[src/rtl/cram_pkg.sv]
// Shared types and default geometry for the CRAM configuration chain.
// The loader and the cell array top both take their default sizes from here.
package cram_pkg;

  localparam int CRAM_WORD_WIDTH = 8;
  localparam int CRAM_CHAIN_LEN  = 1024;

  typedef enum logic [1:0] {
    IDLE   = 2'd0,
    FETCH  = 2'd1,
    SHIFT  = 2'd2,
    FINISH = 2'd3
  } cram_ld_state_t;

  // Number of bitstream words needed to fill a chain of the given length.
  function automatic int words_per_chain(input int chain_len, input int word_width);
    return (chain_len + word_width - 1) / word_width;
  endfunction

endpackage

[src/rtl/cram_word_serializer.sv]
// Word-to-bit serializer for the CRAM loader: holds one bitstream word and
// presents it LSB first, flagging the word's last bit so the FSM can refetch without a gap.
module cram_word_serializer
  import cram_pkg::*;
#(
  parameter int WORD_WIDTH = CRAM_WORD_WIDTH
) (
  input  logic                  clk,
  input  logic                  nrst,
  input  logic                  load_i,
  input  logic                  shift_i,
  input  logic [WORD_WIDTH-1:0] data_i,
  output logic                  bit_o,
  output logic                  word_empty_o
);

  localparam int LEFT_W = $clog2(WORD_WIDTH + 1);

  logic [WORD_WIDTH-1:0] shreg_q;
  logic [LEFT_W-1:0]     left_q;

  // NOTE: the data shift register needs no reset; its bits are only observed after a load.
  always_ff @(posedge clk) begin
    if (load_i) begin
      shreg_q <= data_i;
    end else if (shift_i) begin
      shreg_q <= shreg_q >> 1;
    end
  end

  always_ff @(posedge clk) begin
    if (!nrst) begin
      left_q <= '0;
    end else if (load_i) begin
      left_q <= LEFT_W'(WORD_WIDTH);
    end else if (shift_i && (left_q != '0)) begin
      left_q <= left_q - LEFT_W'(1);
    end
  end

  assign bit_o        = shreg_q[0];
  // High while the presented bit is the word's last one: the word is empty after this shift.
  assign word_empty_o = (left_q <= LEFT_W'(1));

endmodule

[src/rtl/cram_loader.sv]
// Master of the CRAM configuration chain: streams bitstream words onto the chain head
// and stops after exactly CHAIN_LEN shifts. Define CRAM_READBACK_EN to add the readback comparator.
module cram_loader
  import cram_pkg::*;
#(
  parameter  int WORD_WIDTH = CRAM_WORD_WIDTH,
  parameter  int CHAIN_LEN  = CRAM_CHAIN_LEN,
  localparam int CNT_W      = $clog2(CHAIN_LEN + 1)
) (
  input  logic                  clk,
  input  logic                  nrst,
  input  logic                  en,
  input  logic                  start,
  input  logic                  verify,
  input  logic [WORD_WIDTH-1:0] word_data,
  input  logic                  word_valid,
  output logic                  word_ready,
  output logic                  cram_data_out,
  output logic                  cram_en,
  input  logic                  cram_data_in,
  output logic                  busy,
  output logic                  done,
  output logic                  error,
  output logic [CNT_W-1:0]      bit_count
);

  cram_ld_state_t   state_q;
  logic             busy_q;
  logic             done_q;
  logic [CNT_W-1:0] bit_count_q;
  logic [CNT_W-1:0] bit_count_d;
  logic             take_word;
  logic             shift_now;
  logic             chain_full;
  logic             ser_bit;
  logic             ser_last;

  assign word_ready  = (state_q == FETCH) && en;
  assign take_word   = word_ready && word_valid;
  assign shift_now   = (state_q == SHIFT) && en;
  assign bit_count_d = bit_count_q + CNT_W'(1);
  assign chain_full  = (bit_count_d == CNT_W'(CHAIN_LEN));

  cram_word_serializer #(
    .WORD_WIDTH (WORD_WIDTH)
  ) u_serializer (
    .clk          (clk),
    .nrst         (nrst),
    .load_i       (take_word),
    .shift_i      (shift_now),
    .data_i       (word_data),
    .bit_o        (ser_bit),
    .word_empty_o (ser_last)
  );

  // NOTE: sequential state uses <= so every register here sees pre-edge values of the others.
  always_ff @(posedge clk) begin
    if (!nrst) begin
      state_q     <= IDLE;
      busy_q      <= 1'b0;
      done_q      <= 1'b0;
      bit_count_q <= '0;
    end else if (en) begin
      case (state_q)
        IDLE: begin
          if (start) begin
            bit_count_q <= '0;
            busy_q      <= 1'b1;
            state_q     <= FETCH;
          end
        end
        FETCH: begin
          if (take_word) begin
            state_q <= SHIFT;
          end
        end
        SHIFT: begin
          bit_count_q <= bit_count_d;
          // Chain completion wins over word exhaustion, so no word is fetched past the end.
          if (chain_full) begin
            busy_q  <= 1'b0;
            done_q  <= 1'b1;
            state_q <= FINISH;
          end else if (ser_last) begin
            state_q <= FETCH;
          end
        end
        FINISH: begin
          done_q  <= 1'b0;
          state_q <= IDLE;
        end
        default: begin
          state_q <= IDLE;
        end
      endcase
    end
  end

  assign cram_en       = shift_now;
  assign cram_data_out = shift_now & ser_bit;
  assign busy          = busy_q;
  assign done          = done_q & en;
  assign bit_count     = bit_count_q;

`ifdef CRAM_READBACK_EN
  logic verify_q;
  logic error_q;

  // The chain is a FIFO of CHAIN_LEN bits, so the tail returns the previous pass bit for bit.
  always_ff @(posedge clk) begin
    if (!nrst) begin
      verify_q <= 1'b0;
      error_q  <= 1'b0;
    end else if (en) begin
      if ((state_q == IDLE) && start) begin
        verify_q <= verify;
        error_q  <= 1'b0;
      end else if (shift_now && verify_q && (cram_data_in != ser_bit)) begin
        error_q <= 1'b1;
      end
    end
  end

  assign error = error_q;
`else
  logic unused_readback;

  assign unused_readback = verify ^ cram_data_in;
  assign error           = 1'b0;
`endif

endmodule
[config.mk]
export PLATFORM = sky130hd
export DESIGN_NAME = cram_loader
export DESIGN_NICKNAME = d
export VERILOG_FILES = /design/src/rtl/cram_pkg.sv /design/src/rtl/cram_word_serializer.sv /design/src/rtl/cram_loader.sv
export SDC_FILE = /design/constraint.sdc
export NUM_CORES = 1
export LEC_CHECK = 0
export BUFFER_PORTS_ARGS = -buffer_cell sky130_fd_sc_hd__buf_2
export CAP_MARGIN = 20
export CELL_PAD_IN_SITES_DETAIL_PLACEMENT = 1
export CELL_PAD_IN_SITES_GLOBAL_PLACEMENT = 2
export CORE_ASPECT_RATIO = 0.6
export CORE_MARGIN = 2
export CORE_UTILIZATION = 30
export DETAILED_ROUTE_END_ITERATION = 12
export PLACE_DENSITY = 0.82
export RECOVER_POWER = 25
export REMOVE_ABC_BUFFERS = 1
export SYNTH_ARGS = -nofsm -noshare
export SYNTH_HDL_FRONTEND = slang
export SYNTH_SLANG_ARGS = --single-unit
[constraint.sdc]
create_clock -name clk -period 1.7 [get_ports clk]
set_input_delay 0.085 -clock clk [delete_from_list [all_inputs] [get_ports clk]]
set_output_delay 0.085 -clock clk [all_outputs]
set_load 0.01 [all_outputs]
# Yosys cells after proc, flatten, opt, wreduce, memory -nomap -nowiden
# Cells that the tools add are included.
# totals
register_bits,27
in_bits,15
output_inout_bits,17
wordCells,52
# op_classes
n_addsub,2
order_cmp,1
eq_ne,8
n_mux,16
n_bitwise,3
n_reduce_logical,15
# ops
cell,n
one-hot mux 11 bit (2 select lines),1
two-way mux 8 bit,2
"adder 11 x 1 -> 11 bit, second input constant",1
"equality test 11 bit, second input constant",1
two-way mux 11 bit,1
two-way mux 2 bit,4
two-way mux 4 bit,2
one-hot mux 2 bit (4 select lines),1
AND reduction 4 bit,2
nonzero test 2 bit,4
"inequality test 2 bit, second input constant",3
AND reduction 3 bit,2
"equality test 2 bit, second input constant",2
"less-or-equal comparator 4 x 1 -> 1 bit, second input constant",1
logical AND 1 bit,4
one-hot mux 1 bit (2 select lines),2
nonzero test 4 bit,1
"subtractor 4 x 1 -> 4 bit, second input constant",1
two-way mux 1 bit,3
"inequality test 3 bit, second input constant",1
AND 1 bit,2
"equality test 2 x 1 -> 1 bit, second input constant",1
zero test 2 bit,1
OR reduction 2 bit,1
NOT 1 bit,1

# Longest topological paths before layout
# depth
word_depth,5
ltp_mapped,7
depth_no_buf,6

# Hierarchy
# Synthesis repeated with hierarchy kept, for this count alone.
# unflattened
hier_cells,167
area_unflattened_um2,1511.4
# by_module_without_submodules
mod,n_inst,cells_each,area_per_inst_um2,seq_area_each_um2
cram_loader,1,121,938.4,300.3
cram_word_serializer,1,46,573.0,320.3

# Worst setup path after synthesis
# Ideal clock, no wire load.
# synth_timing
path_kind,flip-flop to flip-flop
start,register bit_count_q[0] (netlist: bit_count[0])
end,register busy_q (netlist: busy)
setup_time_ns,0.119
arrival_ns,1.811
required_ns,1.581
slack_ns,-0.230
stages_incl_launch_ff,8
n_path_buf,1
period_less_slack_ns,1.930
path_cell_list,dfxtp_1 ha_1 buf_2 nand3_1 o22a_1 nor4b_2 nand4_1 o221a_1
# synth_via
elab_chain_cells,4
# synth_lines
item,line_no,text
"start, declared",cram_loader.sv:30,logic [CNT_W-1:0] bit_count_q;
"start signal, assigned",cram_loader.sv:78,bit_count_q <= bit_count_d;
adder 11 x 1 -> 11 bit,cram_loader.sv:41,assign bit_count_d = bit_count_q + CNT_W'(1);
equality test 11 bit,cram_loader.sv:42,assign chain_full = (bit_count_d == CNT_W'(CHAIN_LEN));
inequality test 2 bit (no source line),--,
AND reduction 4 bit (no source line),--,
"end signal, assigned",cram_loader.sv:60,busy_q <= 1'b0;
"end signal, assigned",cram_loader.sv:68,busy_q <= 1'b1;
"end signal, assigned",cram_loader.sv:81,busy_q <= 1'b0;
"end, declared",cram_loader.sv:28,logic busy_q;
# Every way passes these cells.
# A chain may end at the register's enable or synchronous reset.

# Final worst setup path
# layout_timing
start,register bit_count_q[3] (netlist: bit_count[3])
end,register busy_q (netlist: busy)
# The elaborated chain is that of the path after synthesis.

==> run summary <==
For the violation count after the first detailed-route iteration, the log shows 48. The total vias in the final route was 1442. The horizontal die dimension works out to 98.7 um.

The startpoint identified for the worst register-to-register timing path is bit_count[3]. The cell area after placement came out at 1920 um^2. The die is 60.8 um tall. The maximum number of pins on one net before global-route repair was 19. For the final-report max-slew violation count, the log shows 0. In the final layout, the share of cells above drive strength 1 is 37.5%. Buffers inserted during clock tree synthesis total 3. The antenna diode count is 0, and the initial core utilization is 31.5%. The clock reaches the later pin of the worst-skew pair after 0.28 ns. Power spread over the standard cell area amounts to 569 nW/um^2.

Counting flops with a built-in enable in the synthesized netlist gives 8. The met2 usage in global routing came out at 23.7%. Of the synthesized area, sequential elements account for 38.4%.

The tree is rooted in a sky130_fd_sc_hd__clkbuf_8. The die covers 6010 um^2. Derived from the worst setup path, the maximum achievable clock frequency is 581 MHz. Measured on the finished design, the core utilization comes to 39.5%. The register-to-register setup slack was -0.02 ns. The finished layout holds 282 standard cells, fillers aside. Worst min-delay path startpoint: word_data[2]. The maximum fanout encountered on the critical timing path was 6; the leakage power was 0.883 nW. For the number of buffers on the longest clock path, the log shows 2. Cell area after synthesis: 1620 um^2. The logs give 0 for the number of hold-slack violations in the final timing report and 1 for the number of endpoints failing setup at the final stage. The critical path is of the flip-flop to flip-flop type. The wire length per cell after detailed routing is 16.1 um. Input and output buffers added on the ports amount to 28. The checks that failed: negative setup slack. The max-cap violation count was 0; the post-placement worst setup slack was -0.0839 ns. The flow ran to the end, but the final reports show violations.

The worst-case IR drop observed on VDD is 231 uV. The I/O pin count is 32. The clock net sink count is 27, and the overall fraction of global-route tracks in use is 15.6%. The placed instance count was 277; the met1 routing resource usage after global routing was 23.1%. On the final layout, the worst clock skew is 0.00680 ns. The logs give -0.0214 ns for the final worst-path setup slack and 0 for the total congestion overflow after global routing. Setup repair after global routing could not meet its margin everywhere. Hold buffer count at cts: 0. The final critical delay including setup and external delays was 1.72 ns. The global routing stage identified its most utilized layer as met2. For this run, asynchronously set or reset flops after synthesis account for 0%. The first global-routing pass estimated 7300 um of wire. The cell depth of the worst hold path is 2. The logs give 0 for the number of warnings issued by yosys and 3300 um for the half-perimeter wire length after placement. The share of the clock period used by the worst path after layout came out at 101%.

Across all hold checks on the routed design, the worst slack comes to 0.0891 ns. At the end of the flow, the number of nets in the layout was 237. The setup TNS is -0.0214 ns.

The worst setup path is captured at a flip-flop. After routing the design area is 2030 um^2. In the global route stage, met3 resource usage came out at 3.34%. Synthesis inferred 27 register bits.

The worst register-to-register path ends at busy. Relative to the synthesized area, the layout overhead comes to 25.6%. The path with the worst hold slack has its endpoint at u_serializer.shreg_q[2]. The number of global-route vias before repair is 1369. TritonCTS built the clock tree.

The logs give 1 for the number of levels in the clock H-tree and 5130 um^2 for the total core area. The logs give 20 for the number of cell rows and 56 for the count of distinct cell types in the synthesized netlist. Kind of start point of the critical path: a flip-flop. For the initial antenna violation count, the log shows 0. In the synthesized netlist the dominant register cell turns out to be sky130_fd_sc_hd__dfxtp_1.

After detailed routing, the total wire length is 4550 um. For the worst setup path, the data required time is 1.89 ns. Averaged over all synthesized cells, the footprint is 9.56 um^2. The type of the worst min-delay path was primary input to flip-flop.

At the end of routability-driven placement, the weighted congestion stood at 0.746. For this run, the detailed router's first-pass iteration total came to 4. In this run the remaining antenna-violating nets after routing total 0.

For this run, design rule violations remaining after detail routing come to 0. The worst endpoint data arrival time came out at 1.91 ns. Synthesis handed over a netlist of 169 instances. For the worst flop-to-flop path, the logic depth is 6.

The completed layout was analyzed and its total power is 1.15 mW. After detailed routing, the number of vias per cell comes to 5.11. Clock-pin slew was measured on the worst setup and hold paths at 0.11 ns.
[worst max path at each step]
stage,startpoint,endpoint,slack [ns],depth (start not counted)
after floorplan,bit_count[0],busy,-0.38,6
after global placement,bit_count[0],busy,-0.05,6
after detailed placement,bit_count[1],busy,-0.08,6
after CTS,bit_count[3],busy,-0.009,6
after global routing,bit_count[4],busy,-0.11,6
final,bit_count[3],busy,-0.02,6
[cell families (layout without fill, tap and decap cells)]
kind of cell               Yosys count  count (layout)  share of synthesized area, %
xor gates and xnor gates             3               3                          1.63
AOI/OAI and AO/OA                   39              39                          17.3
muxes                                9               9                          6.12
DFF                                 27              27                          38.4
other                                1               1                         0.232
adders and majority gates            5               5                          3.87
buffers and inverters               15              62                          7.28
and+or+nand+nor                     70              70                          25.2
[registers in the layout (all words and copies together), names as in the netlist]
name / flops
u_serializer.shreg_q: 8
bit_count: 11
state_q: 2
u_serializer.left_q: 4
done_q: 1
busy: 1
[area by class of cell]
class / instances / area (um^2)
clock inverters: 1 / 7.51
repair buffers: 53 / 332
fillers: 624 / 3100
multi-input cells: 127 / 916
well taps: 66 / 82.6
flip-flops and latches: 27 / 631
clock buffers: 3 / 41.3
inverters: 5 / 18.8
[cells in the final DEF, fill, tap and decap left out, drive strengths merged, types with 2 or more instances in the layout]
cell	synthesis	routed
a21boi	2	2
a21o	2	2
a21oi	7	7
a22oi	2	2
a31oi	2	2
and2	4	4
and3	4	4
buf	6	50
clkbuf	3	6
dfxtp	19	19
edfxtp	8	8
ha	5	5
inv	5	5
mux2	7	7
mux2i	2	2
nand2	15	15
nand3	9	9
nand3b	2	2
nand4	8	8
nor2	9	9
nor2b	6	6
nor3	7	7
o211a	3	3
o21a	2	2
o21ai	9	9
o221a	2	2
or4	2	2
xor2	2	2
[cells in the mapped netlist, types with 2 or more instances]
cell type	number	share of area, %
sky130_fd_sc_hd__o21a_1	2	0.93
sky130_fd_sc_hd__a21oi_1	7	2.2
sky130_fd_sc_hd__a31oi_1	2	0.77
sky130_fd_sc_hd__buf_6	2	1.4
sky130_fd_sc_hd__o211a_1	3	1.9
sky130_fd_sc_hd__clkbuf_8	3	2.6
sky130_fd_sc_hd__a22oi_1	2	0.93
sky130_fd_sc_hd__nor2b_1	6	2.3
sky130_fd_sc_hd__nand3_1	8	2.5
sky130_fd_sc_hd__inv_1	4	0.93
sky130_fd_sc_hd__nor3_1	7	2.2
sky130_fd_sc_hd__nor2_1	9	2.1
sky130_fd_sc_hd__o21ai_0	7	2.2
sky130_fd_sc_hd__mux2i_1	2	1.2
sky130_fd_sc_hd__buf_2	2	0.62
sky130_fd_sc_hd__edfxtp_1	8	15
sky130_fd_sc_hd__dfxtp_1	19	24
sky130_fd_sc_hd__xor2_1	2	1.1
sky130_fd_sc_hd__a21boi_1	2	0.93
sky130_fd_sc_hd__ha_1	5	3.9
sky130_fd_sc_hd__nand2_1	15	3.5
sky130_fd_sc_hd__and2_1	4	1.5
sky130_fd_sc_hd__buf_4	2	0.93
sky130_fd_sc_hd__nand4_1	7	2.7
sky130_fd_sc_hd__and3_1	3	1.2
sky130_fd_sc_hd__mux2_1	5	3.5
sky130_fd_sc_hd__mux2_2	2	1.4
[worst max-delay path, stage by stage, from the launching register on]
cell                      delay [ns]
sky130_fd_sc_hd__dfxtp_4        0.38
sky130_fd_sc_hd__buf_6          0.12
sky130_fd_sc_hd__or3_4          0.36
sky130_fd_sc_hd__mux2i_1        0.15
sky130_fd_sc_hd__a31o_2         0.20
sky130_fd_sc_hd__nand4_1        0.15
sky130_fd_sc_hd__o221a_1        0.27
[power breakdown]
part / internal, mW / switching, mW
logic: 0.0350 / 0.0481
registers: 0.667 / 0.00573
clock network: 0.167 / 0.231
[timing repair]
item / CTS / global route
setup buffers: 0 / 1
gates resized for setup: 11 / 6
endpoints found under the setup margin: 3 / 11
pin swaps: 6 / 5
endpoints found under the hold margin: 0 / 0
[layer usage]
layer,routed length (um),up-vias
li1,-,716
met1,2380,702
met2,1990,22
met3,165,2
met4,19,0
met5,0,-
Power figures use the tool's default switching activity.
